`src/rtl/rf_16b.sv`:
```
// Eight-entry, 16-bit register file with two combinational read ports and one
// synchronous write port. All registers clear asynchronously when rst_n is low.
module rf_16b (
    input  logic        clk,
    input  logic        rst_n,
    input  logic [2:0]  read_register0,
    input  logic [2:0]  read_register1,
    input  logic [2:0]  write_register,
    input  logic        RegWrite,
    input  logic [15:0] write_data,
    output logic [15:0] read_data0,
    output logic [15:0] read_data1
);

    logic [15:0] regs_q [8];
    logic [15:0] regs_d [8];

    always_comb begin
        for (int i = 0; i < 8; i++) begin
            regs_d[i] = regs_q[i];
        end
        if (RegWrite) begin
            regs_d[write_register] = write_data;
        end
    end

    always_ff @(posedge clk or negedge rst_n) begin
        if (!rst_n) begin
            for (int i = 0; i < 8; i++) begin
                regs_q[i] <= 16'h0000;
            end
        end else begin
            for (int i = 0; i < 8; i++) begin
                regs_q[i] <= regs_d[i];
            end
        end
    end

    // Reads come straight off the array, so a write shows up only after its edge.
    assign read_data0 = regs_q[read_register0];
    assign read_data1 = regs_q[read_register1];

endmodule

```
`config.mk`:
```
export PLATFORM = sky130hd
export DESIGN_NAME = rf_16b
export DESIGN_NICKNAME = d
export VERILOG_FILES = /design/src/rtl/rf_16b.sv
export SDC_FILE = /design/constraint.sdc
export NUM_CORES = 1
export LEC_CHECK = 0
export ABC_AREA = 1
export CAP_MARGIN = 20
export CORE_MARGIN = 4
export CORE_UTILIZATION = 50
export CTS_CLUSTER_DIAMETER = 60
export DETAILED_ROUTE_END_ITERATION = 8
export PLACE_DENSITY = 0.7
export SYNTH_ARGS = -nofsm -noshare
export SYNTH_HDL_FRONTEND = slang
export SYNTH_SLANG_ARGS = --single-unit
```
`constraint.sdc`:
```
create_clock -name clk -period 1.4 [get_ports clk]
set_input_delay 0.21 -clock clk [delete_from_list [all_inputs] [get_ports clk]]
set_output_delay 0.21 -clock clk [all_outputs]
set_load 0.03 [all_outputs]
```
# Yosys cells after proc, flatten, opt, wreduce, memory -nomap -nowiden
# Cells that the tools add are included.
# W data, S select, Z words.
# totals
mem_count	0
latch_bits	0
ram_bits	0
regBits	128
input_bits	28
output_inout_bits	32
romBits	0
elab_cells	25
# classes
magnitude_cmp	4
reduce_logical	1
bitwise	3
div	0
multipliers	0
addsub	0
mux	9
n_shift	0
eq_ne	0
# op_table
cell	count
$bwmux W128	1
$bmux W16 S3	2
$mux W16	5
$demux W16 S3	1
$ge A4 B4 Y1 const B	3
$not A3 Y4	3
$lt A4 B1 Y1 const B	1
$logic_and A1 B1 Y1	1

# Logic depth before layout (Yosys ltp)
# Gate-level depths: netlist (run 1).
# depth
word_depth	6
depth_mapped	7
ltp_nobuf	6

# Worst setup path before layout (run 1)
# Ideal clock, no wire load.
# synth_path
kind	input port to output port
startpoint	in read_register0[2]
endpoint	out read_data0[10]
n_path_buf	2
t_arrival_ns	1.062
slack_ns	0.128
stages	5
required_ns	1.190
path_cell_list	buf_2 inv_1 clkbuf_1 nand2_1 nand2_1
# synth_between
elab_chain_cells	4
# synth_lines
item	line	rtl
start, declared	6	input logic [2:0] read_register0,
$not A3 Y4 (implied by the code)	40	assign read_data0 = regs_q[read_register0];
$bmux W16 S3	40	
$mux W16 (implied by the code) (2 in series)	40	
end, declared	11	output logic [15:0] read_data0,
# No other way between the ends. The select of a mux whose other input is x is not followed.

# Final worst setup path (run 1)
# layout_path
startpoint	reg regs_q[5] (netlist bit)
endpoint	out read_data1[5]
# layout_between
elab_chain_cells	3
# layout_lines
item	line	rtl
start, declared	15	logic [15:0] regs_q [8];
start signal, assigned by index	34	regs_q[i] <= regs_d[i];
$bmux W16 S3	41	assign read_data1 = regs_q[read_register1];
$mux W16 (implied by the code) (2 in series)	41	
end, declared	12	output logic [15:0] read_data1
# No other way between the ends. The select of a mux whose other input is x is not followed.

==> results of run 1 <==
-- critical path, cell delays in order, from the launching register on --
cell and delay, ps:
dfrtp_1 380, inv_2 80, nand2_1 60, nand3_1 100
nand2_1 70, nand2_1 90, nand2_2 70, buf_6 140
-- power by group through the flow --
stage               combinational, W  clock, W  sequential [W]
detailed placement           0.00323         0         0.00480
CTS                          0.00356   0.00437         0.00478
global placement             0.00318         0         0.00478
finish                       0.00396   0.00434         0.00485
global route                 0.00441   0.00453         0.00491
floorplan                    0.00220         0         0.00471
-- through the flow --
step	instances	area, um^2	setup TNS [ps]	hold WS, ps	worst slack, ps
2_1_floorplan	1165	7490	0	-85.6	128
6_report	1448	9840	-5000	178	-227
3_5_place_dp	1375	8490	-21570	83.6	-308
3_3_place_gp	1375	8490	-18580	80.1	-290
5_1_grt	1448	9840	-7000	188	-255
4_1_cts	1422	9400	-4930	175	-202
-- layer usage --
| layer | wire length, um | global-route usage (%) | up-vias | part of all wire [%] |
|---|---|---|---|---|
| met5 | 0 | 0 | - | 0 |
| li1 | - | - | 3736 | - |
| met1 | 10100 | 37.7 | 3578 | 42 |
| met3 | 2030 | 6.91 | 65 | 8.5 |
| met2 | 11000 | 45.6 | 357 | 46 |
| met4 | 605 | 11.7 | 0 | 2.6 |
-- logic make-up after synthesis --
group | after synthesis | share of synthesized area [%]
flip-flops | 128 | 42.8
buffers and inverters | 224 | 12.0
AND/OR/NAND/NOR | 685 | 36.7
AO/OA/AOI/OAI | 128 | 8.55
-- synth_stat cells --
library cell	instances
buf_1	2
buf_2	42
clkbuf_1	22
clkbuf_2	4
dfrtp_1	128
inv_1	150
inv_2	4
nand2_1	551
nand3_1	129
nor2_1	3
nor2_2	1
nor3_4	1
o21ai_0	128
-- worst paths after layout --
kind,endpoint,cells after the start,slack (ps)
max,read_data1[5],7,-230
min,regs_q[38],2,180
max reg2reg,regs_q[58],4,490
min reg2reg,regs_q[95],2,480
max in group asynchronous,regs_q[104],3,690
min in group clk,regs_q[13],3,370
-- repair_timing --
item / 4_1_cts / 5_1_grt
cloned: 2 / 0
hold buffers: 1 / 0
pin swaps: 36 / 73
endpoints found under the setup margin: 32 / 32
setup buffers: 13 / 26
resized for setup: 96 / 125
endpoints found under the hold margin: 128 / 0
-- layout make-up --
| cell class | count | area (um^2) |
|---|---|---|
| Sequential cell | 128 | 3200 |
| Clock buffer | 21 | 460 |
| Clock inverter | 10 | 113 |
| Inverter | 154 | 578 |
| Fill cell | 1286 | 4740 |
| Tap cell | 184 | 230 |
| Timing Repair Buffer | 138 | 1570 |
| Multi-Input combinational cell | 813 | 3690 |
==> results.yml, run 1 <==
run_status:
  status: "finished with violations"
  violations: "setup timing"
sta:
  finalHoldViolCount: 0
  fin_skew_ps: 0
  setup_violations: 32
  relSlewSlack_pct: 81.8
  setup_ws_ps: -227
  timing.fmax_mhz: 615
  drv_slew: 0
  rsz0062_at_grt: "true"
  finalCriticalPeriod_ps: 1630
  worst_slew_pin_slew_ps: 273
  min_period_over_period_pct: 116
clocking:
  cts.sinks: 128
  ctsLongestPathBuffers: 2
  clock_latency_ps: 430
  clkSlewWorstSetupHoldPaths_ps: 60
  cts_tree: "done"
  cts_buffers: 17
  clock-root-buffer: "clkbuf_16"
  htree_levels: 4
flow_run:
  cap_violations: 0
min_path:
  hp-class: "in -> async"
logic_synthesis:
  synth_area_mm2: 0.00749
  syn_nets: 1193
  yosysSeqAreaShare_pct: 42.8
  ys_top_cells_by_area: "dfrtp_1, nand2_1, nand3_1"
  synth_top_area_share_pct: 42.8
  ys_seq_elements: 128
  synth_area_per_cell_um2: 6.43
  synth.distinct_cells: 13
  synthCells: 1165
  synth_area_leader_cell: "dfrtp_1"
  yosysWarnings: 0
setup_path:
  r2r_start: "regs_q[58]"
  crit_start: "regs_q[5]"
  critPathKind: "reg -> out"
  worst_setup_path_end_kind: "output port"
  critPathLaunchType: "flip-flop"
  required_ps: 1190
  cp_max_fo: 3
  cp.arrival_ps: 1420
floorplanning:
  die_area_mm2: 0.0170
  row_count: 44
  start_util_pct: 51.3
  die_h_um: 130
  num_io_pins: 60
  die_x_um: 130
  core_mm2: 0.0146
layout:
  insertedDiodeCount: 0
  reg_top3: "regs_q x128"
  largest_reg_flops: 128
  final_common_cell: "nand2_1"
  final_layout_size_suffix_gt1_share_pct: 26.2
  nets: 1280
  fin_util_pct: 67.5
  layout_common_cells: "nand2_1, o21ai_0, dfrtp_1, nand3_1, inv_2"
  syn2layout_area_growth_pct: 31.4
  regMostFlops: "regs_q"
power:
  intPower_w: 0.00873
  p_seq_share_pct: 36.9
  peakVddDrop_uv: 854
  swShare_pct: 33.6
  switchingPower_w: 0.00442
  power_density_mw_per_mm2: 1340
  power_w: 0.0131
  total_leakage_power_nw: 5.33
  power_frac_comb_pct: 30.1
  power_frac_clock_pct: 33.0
drt:
  postRouteAntennaNets: 0
  first_iter_violations: 775
  wl_mm: 23.7
  wl_per_cell_um: 16.4
  viasPerCell: 5.34
  drc_errors: 0
  num_vias: 7736
  dr.pass1.iters: 9
grt:
  grt-ovfl-total: 0
  grt_pass1_vias: 7407
  antenna_found_initial: 0
  grt_usage_pct: 28.6
  grt_pass1_wl_mm: 37.4
  grt_max_degree: 38
place:
  port_buffers: 59
  dpl.hpwl_mm: 14.5
  place_congestion: 0.857
No activity file was read; power rests on OpenSTA's default activity.
==> run 2, diff against run 1 <==
- SLEW_MARGIN: not set -> 20
==> results of run 2 <==
The final DEF is identical to that of run 1; final timing and power are the same.
